### src/rtl/sram_array_ctrl.sv
// sram_array_ctrl -- synchronous single-port SRAM array, DEPTH x WIDTH.
//
// Registered reads with a one-cycle valid strobe. After reset, an INIT sweep
// writes zero to every word, one word per cycle, before requests are accepted.
//
// Ports:
//   clk        in   1       clock, rising-edge
//   rst        in   1       synchronous active-high reset
//   Write      in   1       write request (sampled only while Ready=1)
//   Read       in   1       read request (sampled only while Ready=1)
//   Addr       in   ADDR_W  word address
//   Data       in   WIDTH   write data
//   Q          out  WIDTH   read data register, holds between reads
//   ReadValid  out  1       pulse: Q was loaded by the previous-cycle read
//   Ready      out  1       array is in IDLE and accepts requests
//   Collision  out  1       pulse: Write and Read both high in an accepted cycle
module sram_array_ctrl #(
  parameter int WIDTH  = 8,
  parameter int DEPTH  = 16,
  parameter int ADDR_W = 4
) (
  input  logic              clk,
  input  logic              rst,
  input  logic              Write,
  input  logic              Read,
  input  logic [ADDR_W-1:0] Addr,
  input  logic [WIDTH-1:0]  Data,
  output logic [WIDTH-1:0]  Q,
  output logic              ReadValid,
  output logic              Ready,
  output logic              Collision
);

  if (ADDR_W != $clog2(DEPTH) || DEPTH < 2 || WIDTH < 1) begin : g_bad_params
    $error("sram_array_ctrl: need WIDTH>=1, DEPTH>=2, ADDR_W == $clog2(DEPTH)");
  end

  typedef enum logic {INIT, IDLE} state_t;

  localparam logic [ADDR_W-1:0] LAST = ADDR_W'(DEPTH - 1);

  state_t              state_q, state_d;
  logic [ADDR_W-1:0]   cnt_q, cnt_d;
  logic [WIDTH-1:0]    q_q, q_d;
  logic                rv_q, rv_d;
  logic                coll_q, coll_d;
  logic                wr_en, rd_en;
  logic [WIDTH-1:0]    mem [DEPTH];

  // Addresses at or above DEPTH exist only when DEPTH is not a power of two.
  function automatic logic addr_ok(input logic [ADDR_W-1:0] a);
    return (32'(a) < 32'(DEPTH));
  endfunction

  // State register
  always_ff @(posedge clk) begin
    if (rst) begin
      state_q <= INIT;
      cnt_q   <= '0;
    end else begin
      state_q <= state_d;
      cnt_q   <= cnt_d;
    end
  end

  // Next-state logic: the sweep counter stops at DEPTH-1 rather than wrapping.
  always_comb begin
    state_d = state_q;
    cnt_d   = cnt_q;
    case (state_q)
      INIT: begin
        if (cnt_q == LAST) state_d = IDLE;
        else               cnt_d   = cnt_q + 1'b1;
      end
      IDLE:    state_d = IDLE;
      default: state_d = INIT;
    endcase
  end

  // FSM outputs
  always_comb begin
    Ready = (state_q == IDLE);
  end

  // Request decode: the write wins a Write/Read collision and the read is dropped.
  always_comb begin
    wr_en  = Ready & Write;
    rd_en  = Ready & Read & ~Write;
    coll_d = Ready & Write & Read;
    rv_d   = rd_en;
    q_d    = q_q;
    if (rd_en) q_d = addr_ok(Addr) ? mem[Addr] : '0;
  end

  // Read-side registers
  always_ff @(posedge clk) begin
    if (rst) begin
      q_q    <= '0;
      rv_q   <= 1'b0;
      coll_q <= 1'b0;
    end else begin
      q_q    <= q_d;
      rv_q   <= rv_d;
      coll_q <= coll_d;
    end
  end

  // Storage: rst itself leaves contents alone; the INIT sweep clears them.
  always_ff @(posedge clk) begin
    if (!rst) begin
      if (state_q == INIT)             mem[cnt_q] <= '0;
      else if (wr_en && addr_ok(Addr)) mem[Addr]  <= Data;
    end
  end

  assign Q         = q_q;
  assign ReadValid = rv_q;
  assign Collision = coll_q;

endmodule

### config.mk
export PLATFORM = sky130hd
export DESIGN_NAME = sram_array_ctrl
export DESIGN_NICKNAME = d
export VERILOG_FILES = /design/src/rtl/sram_array_ctrl.sv
export SDC_FILE = /design/constraint.sdc
export NUM_CORES = 1
export LEC_CHECK = 0
export ABC_CLOCK_PERIOD_IN_PS = 2600
export CAP_MARGIN = 25
export CELL_PAD_IN_SITES_DETAIL_PLACEMENT = 0
export CELL_PAD_IN_SITES_GLOBAL_PLACEMENT = 2
export CORE_MARGIN = 5
export CORE_UTILIZATION = 35
export DETAILED_ROUTE_END_ITERATION = 7
export HOLD_SLACK_MARGIN = 0.1
export PLACE_DENSITY_LB_ADDON = 0.1
export SLEW_MARGIN = 40
export SYNTH_ARGS = -nofsm -noshare
export SYNTH_HDL_FRONTEND = slang
export SYNTH_SLANG_ARGS = --single-unit
export TNS_END_PERCENT = 30
### constraint.sdc
create_clock -name clk -period 2.6 [get_ports clk]
set_input_delay 0.52 -clock clk [delete_from_list [all_inputs] [get_ports clk]]
set_output_delay 0.52 -clock clk [all_outputs]
set_load 0.01 [all_outputs]
Word level (Yosys, flattened, before mapping)
Memories as Yosys holds them, arrays and structs flattened. A register that Yosys moved wholly into a read port is not among the register bits.
Cells that the tools add are included.

word-level totals
  register bits = 7
  RAM bits = 128
  output and inout port bits = 11
  logic and storage cells = 28
  memories = 1

operators by class
  $add $sub $neg = 1
  equality and inequality tests = 1
  mux-type cells = 12
  bitwise operators = 7
  reduce and logical (&&, ||, !) cells = 2

memory list
  memory  words  width  rd ports  clocked after Yosys merged registers in  write ports  RTL line  RTL
  mem     16     8      1         1                                        1            48        logic [WIDTH-1:0] mem [DEPTH];

operator list
  kind                   count
  $mux W1                9
  $mux W8                1
  $reduce_or A8 Y1       1
  $add A4 B1 Y4 const B  1
  $and A1 B1 Y1          4
  $eq A4 B4 Y1 const B   1
  $mux W4                1
  $not A1 Y1             3
  $pmux W1 S2            1
  $reduce_and A2 Y1      1

Longest topological paths before layout
Gate-level depths: netlist of run 1.

  depth after elaboration = 7
  mapped depth = 7
  depth with buffers taken out = 5

Worst setup path before layout of run 1
Ideal clock, no wire load.

  path kind = input to register
  start point = input port Addr[3]
  end point = memory mem[10][0] (enable)
  data arrival time = 1939 ps
  slack = 290 ps
  stages = 6
  cells stage by stage = buf_2 > clkbuf_1 > buf_2 > mux2_2 > nand2_1 > nor2_1

on the way
  longest elaborated chain between the ends = 1

ends and longest elaborated chain
  item               RTL line  RTL
  start, declared    26        input logic [ADDR_W-1:0] Addr,
  $mux W4 (no line)  n/a
  end, declared      48

Every way passes these cells.

Final worst setup path of run 1
  start point = input port Write
  end point = memory mem[14][2] (enable)

on the way
  longest elaborated chain between the ends = 7

ends and longest elaborated chain
  item                                                 RTL line  RTL
  start, declared                                      24        input logic Write,
  $and A1 B1 Y1 *                                      87        wr_en = Ready & Write;
  $mux W1 *                                            112       else if (wr_en && addr_ok(Addr)) mem[Addr] <= Data;
  $mux W1 *                                            111       if (state_q == INIT) mem[cnt_q] <= '0;
  $mux W1 *                                            110       if (!rst) begin
  $mux W1 (not written as such) *                      112
  $reduce_or A8 Y1 (no line)                           n/a
  $mux W4 (no line) / $mux W1 (equally long branches)  n/a

Every way passes the cells marked *; elsewhere a longest branch is shown, timed or not.

==> summary.txt, run 1 <==
Cells and area
  – Antenna diodes: 0
  – Most frequent cells in the layout: edfxtp_1, buf_4, nor2_1
  – Final nets: 398
  – Most common cell after layout, fill and taps aside: edfxtp_1
  – Layout cells sized above 1: 28.50%
  – Fin area: 6952 µm²
  – Layout Utilization: 43.92%
  – Synth-to-layout area growth: 23.30%

Clock network
  – # Post-CTS Setup Buffers: 0
  – CTS tree: built
  – Hold buffers post-CTS: 0
  – Clock-pin transition on the worst setup and hold timing paths: 0.06 ns
  – CTS Sinks: 143
  – Post-cts repair resize count: 0
  – Clock Path Buffers: 2
  – H-Tree Depth: 4
  – Root Buffer Master: clkbuf_16
  – Clock buffer count from CTS: 17
  – Worst-skew pair later-pin latency: 0.41 ns

Timing
  – Final setup viols: 0
  – Max-slew headroom: 45.72%
  – Unrepaired setup endpoints after global routing: no
  – Final hold vios: 0
  – Minimum clock period: 2.358 ns
  – Setup TNS: 0 ns
  – Fmax: 424.1 MHz
  – Final Max Slew Viols: 0
  – Least-Margin Pin Slew: 0.8113 ns
  – Final Skew: 0.006101 ns
  – Fin worst setup slack: around 0.24 ns
  – Crit share post-route: between 90% and 100%
  – Hold slack final: 0.4884 ns

Drt
  – Residual DRC: 0
  – Drt wl/cell: between 20 and 25 µm
  – DR vias: 2996
  – Via/cell ratio: between 4 and 5
  – Starting DRT DRC Count: 209
  – Initial DRT Pass Iterations: 4
  – Final WL: between 10000 and 15000 µm
  – Antenna Violating Nets Remaining: 0

Placed design
  – Post-Place Cell Area: 6377 µm²
  – IO buf count: 26
  – Pre-CTS setup slack: -0.1939 ns
  – DP Wirelength: 8725 µm
  – RePlAce Congestion: 0.7279

Setup path
  – Critical Path Start Type: input port
  – Crit Path Max Fanout: 8
  – Data required, critical path: 2.64 ns
  – Slowest CP cell: nor2_1
  – Slowest stage delay, CP: 0.66 ns
  – Arr. time, crit path: 2.40 ns
  – Critical Path Sink Type: flop
  – Kind of critical path: in -> reg
  – Worst path cell trace: clkdlybuf4s50_1, and3b_1, mux2_2, buf_4, nand2_1, nor2_1

Hold path
  – HP Class: reg -> reg

Yosys
  – Instance count of the mapped netlist: approximately 320
  – Post-synth ARST share: 0%
  – Simple logic cell fraction of the synthesized area: 6.502%
  – EDFF count, synth: 128
  – Synth Area in Adders: 0.2219%
  – Post-Syn Area: about 5600 µm²
  – Syn Nets: 333
  – Post-synth cell types: 34
  – Mux share of post-synthesis cell area: 14.03%
  – Register bit total from synthesis: approximately 140
  – Compound-Gate Fraction of Synth Area: 3.684%
  – Synth Area in XOR/XNOR: 0.3107%
  – Largest family of logic cells by synthesized area: multiplexers
  – Post-synthesis sequential area ratio: between 70% and 80%
  – Syn avg cell area: 17.84 µm²
  – Top_reg_cell synth: edfxtp_1
  – Yosys warns: 0

Floorplanning
  – Die ar.: 18750 µm²
  – Die width: 136.9 µm
  – Core area: 15830 µm²
  – Vert. Die Dim: 136.9 µm
  – Site row count: 46
  – Num ports: 27
  – Initial Util: between 30% and 40%

Status
  – Status: finished clean

GRT
  – Vias in the first global route: 3165
  – Largest net degree at the start of global routing: 27
  – Global route overflow: 0
  – First-pass GRT wire length: a little over 20000 µm
  – Total GRT Usage: 15.17%
  – Initial antenna violation count: 0

Power
  – VDD IR-drop max: 0.4661 mV
  – P per Cell Area: 732.3 nW/µm²
  – Leakage dissipation: 2.499 nW

Flow run
  – Max-cap violations: 0
routing by layer:
| layer | part of all wire (%) | GRT usage (%) |
|---|---|---|
| met5 | 0 | 0 |
| met1 | 49 | 21.12 |
| met2 | 47 | 23.49 |
| met4 | 1.4 | 4.823 |
| met3 | 2.9 | 3.750 |
sequential cells by signal, indices dropped and copies added (netlist names):
| signal | cells |
|---|---|
| Ready | 1 |
| cnt_q | 4 |
| Collision | 1 |
| Q | 8 |
| ReadValid | 1 |
| mem | 128 |
area by class of cell:
class	instances	area [µm²]
Inverter	4	15.01
Clock buffer	18	429.2
Fill cell	1429	8876
Clock inverter	13	140.1
Multi-Input combinational cell	152	1400
Timing Repair Buffer	63	553.0
Tap cell	216	270.3
Sequential cell	143	4144
worst max-delay path: cells and delay by family:
family / cells / cell delay (ns)
muxes: 1 / 0.20
and+or+nand+nor: 3 / 1.05
buffers and inverters: 2 / 0.63
worst paths after layout:
kind                             from         end  slack [ns]  cells past startpoint
worst max register to register  Ready  mem[14][2]        0.37                      5
worst max-delay path            Write  mem[14][2]        0.24                      6
worst min register to register   Q[5]        Q[5]        0.49                      1
worst min-delay path             Q[5]        Q[5]        0.49                      1
cell usage after synthesis, drive strengths merged, types with 4 or more instances:
cell type / number / area share [%]
edfxtp: 128 / 68
nor2: 28 / 1.9
mux4: 24 / 9.6
mux2: 16 / 3.2
dfxtp: 15 / 5.3
buf: 11 / 1.1
and2: 9 / 1.0
nand2: 9 / 0.60
nor3: 9 / 0.80
mux2i: 7 / 1.2
clkbuf: 6 / 0.40
a221o: 5 / 0.89
a31oi: 5 / 0.55
o22ai: 5 / 0.55
a21oi: 4 / 0.36
inv: 4 / 0.27
nand3: 4 / 0.36
nor2b: 4 / 0.44
power breakdown:
part	internal, W	switching, W
clock	0.00141	0.000945
combinational	0.000114	0.000116
sequential	0.00250	0.0000110
total	0.00402	0.00107
cell families (layout without fill, tap and decap cells):
logic type                 after synthesis  count (layout)
DFF                                    143             143
muxes                                   47              47
AOI/OAI and AO/OA                       28              28
and+or+nand+nor                         74              74
buffers and inverters                   21              98
xor gates and xnor gates                 2               2
adders and majority gates                1               1
stage by stage:
stage | instances | total power, W
finish | 609 | 0.005091
detailed placement | 578 | 0.002791
floorplan | 316 | 0.002686
CTS | 609 | 0.005141
global route | 609 | 0.005246
global placement | 578 | 0.002790
(Power assumes the default switching activity.)
==> inputs of run 2 (changes only) <==
- CORE_ASPECT_RATIO: unset -> 1.2
- CORE_UTILIZATION: 35 -> 40
==> run 2 against run 1 <==
  * Power rose by 4.4%
  * Maximum frequency fell by 0.65%
  * Utilization rose by 6.3 points
  * Clock power rose by 10%
==> summary.txt, run 2 (same netlist as run 1, synthesis figures left out) <==
Status
  – Status: finished clean

Flow run
  – Max-cap violations: 0 (unchanged)

Setup path
  – Critical path's top delay family: simple AND/OR/NAND/NOR gates
  – R2r startpoint: Ready
  – Arr. time, crit path: 2.42 ns (+0.02 ns)
  – Flop2flop setup slack: 0.23 ns (-0.14 ns)
  – Crit Path Max Fanout: 12 (+4)
  – Slowest stage delay, CP: 0.65 ns (about the same)
  – Kind of critical path: reg -> reg
  – Data required, critical path: 2.65 ns (about the same)
  – Critical Path Sink Type: flop
  – Slowest CP cell: nor2_1
  – Worst R2R End: mem[13][4]
  – Worst path cell trace: and3b_1, mux2_2, buf_4, nand2_1, nor2_1
  – Reg2reg path depth: 5 (unchanged)
  – Crit path buffers/inverters: 1 (-1)
  – Critical Path Start Type: flop

Clock network
  – Clock Path Buffers: 2 (unchanged)
  – Root Buffer Master: clkbuf_16
  – Post-cts repair resize count: 0 (unchanged)
  – Worst-skew pair later-pin latency: 0.42 ns (about the same)
  – # Post-CTS Setup Buffers: 0 (unchanged)
  – Clock-pin transition on the worst setup and hold timing paths: 0.06 ns (about the same)
  – Clock buffer count from CTS: 17 (unchanged)
  – CTS tree: built
  – CTS Sinks: 143 (unchanged)
  – Hold buffers post-CTS: 0 (unchanged)
  – H-Tree Depth: 4 (unchanged)

Timing
  – Least-Margin Pin Slew: 0.8056 ns (-0.005644 ns)
  – Final Skew: 0.006964 ns (+0.0008629 ns)
  – Minimum clock period: 2.373 ns (+0.01540 ns)
  – Final hold vios: 0 (unchanged)
  – Final setup viols: 0 (unchanged)
  – Fmax: 421.3 MHz (-0.65%)
  – Hold slack final: 0.5005 ns (+0.01205 ns)
  – Fin worst setup slack: 0.2266 ns (-0.01540 ns)
  – Crit share post-route: 91.29% (+0.59 points)
  – Max-slew headroom: 46.09% (+0.38 points)
  – Unrepaired setup endpoints after global routing: no
  – Final Max Slew Viols: 0 (unchanged)

Drt
  – Antenna Violating Nets Remaining: 0 (unchanged)
  – DR vias: 3002 (+0.20%)
  – Via/cell ratio: 5.313 (+8.0%)
  – Initial DRT Pass Iterations: 6 (+2)
  – Starting DRT DRC Count: 206 (-1.4%)
  – Residual DRC: 0 (unchanged)
  – Final WL: 12620 µm (-3.4%)
  – Drt wl/cell: 22.34 µm (+4.2%)

GRT
  – Global route overflow: 0 (unchanged)
  – First-pass GRT wire length: 19570 µm (-2.8%)
  – Largest net degree at the start of global routing: 27 (unchanged)
  – Initial antenna violation count: 0 (unchanged)
  – Total GRT Usage: 16.20% (+1.0 points)
  – Vias in the first global route: 3224 (+1.9%)

Cells and area
  – Synth-to-layout area growth: 23.15%
  – Top reg by flops: mem
  – Layout cells sized above 1: 28.68% (+0.18 points)
  – Final nets: 398 (unchanged)
  – Layout Utilization: 50.24% (+6.3 points)
  – Antenna diodes: 0 (unchanged)
  – Max FFs per register: 128 (unchanged)
  – Final non-filler cell total: 565 (-7.2%)
  – Most common cell after layout, fill and taps aside: edfxtp_1
  – Most frequent cells in the layout: edfxtp_1, buf_4, nor2_1

Placed design
  – DP Wirelength: 8664 µm (-0.70%)
  – Cell count after placement: 533 (-7.8%)
  – RePlAce Congestion: 0.7498 (+3.0%)
  – Pre-CTS setup slack: -0.2567 ns (-0.06282 ns)
  – IO buf count: 26 (unchanged)

Floorplanning
  – Die width: 118.4 µm (-14%)
  – Site row count: 47 (+2.2%)
  – Die ar.: 16580 µm² (-12%)
  – Initial Util: 40.80% (+5.2 points)
  – Vert. Die Dim: 140.1 µm (+2.3%)
  – Num ports: 27 (unchanged)
  – Core area: 13820 µm² (-13%)

Hold path
  – HP Class: reg -> reg
  – Hold Path End: Q[5]
  – Min-delay src: Q[5]
  – Cell depth of the worst hold path: 1 (unchanged)

Power
  – VDD IR-drop max: 0.4724 mV (+1.3%)
  – Total power: 0.005317 W (+4.4%)
  – Leakage dissipation: 2.530 nW (+1.2%)
  – P per Cell Area: 765.8 nW/µm² (+4.6%)
==> run 2: through the flow <==
step           TNS, ns  cell area (µm²)
6_report             0             6943
5_1_grt              0             6943
4_1_cts              0             6943
2_1_floorplan        0             5638
3_5_place_dp    -11.56             6311
3_3_place_gp    -8.786             6309
==> run 2: worst max path at each step <==
stage	start	to	slack, ns	depth (start not counted)
finish	Ready	mem[13][4]	0.23	5
global route	Ready	mem[14][6]	0.08	5
CTS	Ready	mem[13][6]	0.19	5
detailed placement	Write	mem[13][2]	-0.26	6
global placement	Write	mem[9][3]	-0.20	6
floorplan	Addr[3]	mem[10][0]	0.29	6
==> run 2: worst register-to-register path, delay by kind of cell (launching register included) <==
kind,cells,cell delay (ns)
DFF,1,0.54
and+or+nand+nor,3,1.13
buffers and inverters,1,0.10
muxes,1,0.23
==> run 2: metal layers <==
layer  share of wire (%)  up-vias  global-route usage, %
met5                   0        -                      0
met4                 1.5        0                  5.552
met3                 4.4       18                  4.556
met2                  51       72                  26.90
met1                  43     1526                  20.53
li1                    -     1386                      -
==> run 2: layout make-up <==
class	instances	area, µm²
Tap cell	171	214.0
Multi-Input combinational cell	152	1398
Clock buffer	17	425.4
Timing Repair Buffer	63	540.5
Clock inverter	15	206.4
Sequential cell	143	4144
Inverter	4	15.01
Fill cell	1150	6877
==> run 2: power breakdown <==
group	internal [W]	switching [W]
combinational	0.000109	0.000112
sequential	0.00250	0.0000102
clock	0.00162	0.000969
total	0.00423	0.00109
==> inputs of run 3 (changes only) <==
- CTS_CLUSTER_SIZE: unset -> 25
==> results of run 3 <==
Same layout as run 2: the final DEF is identical, and so are final timing and power.
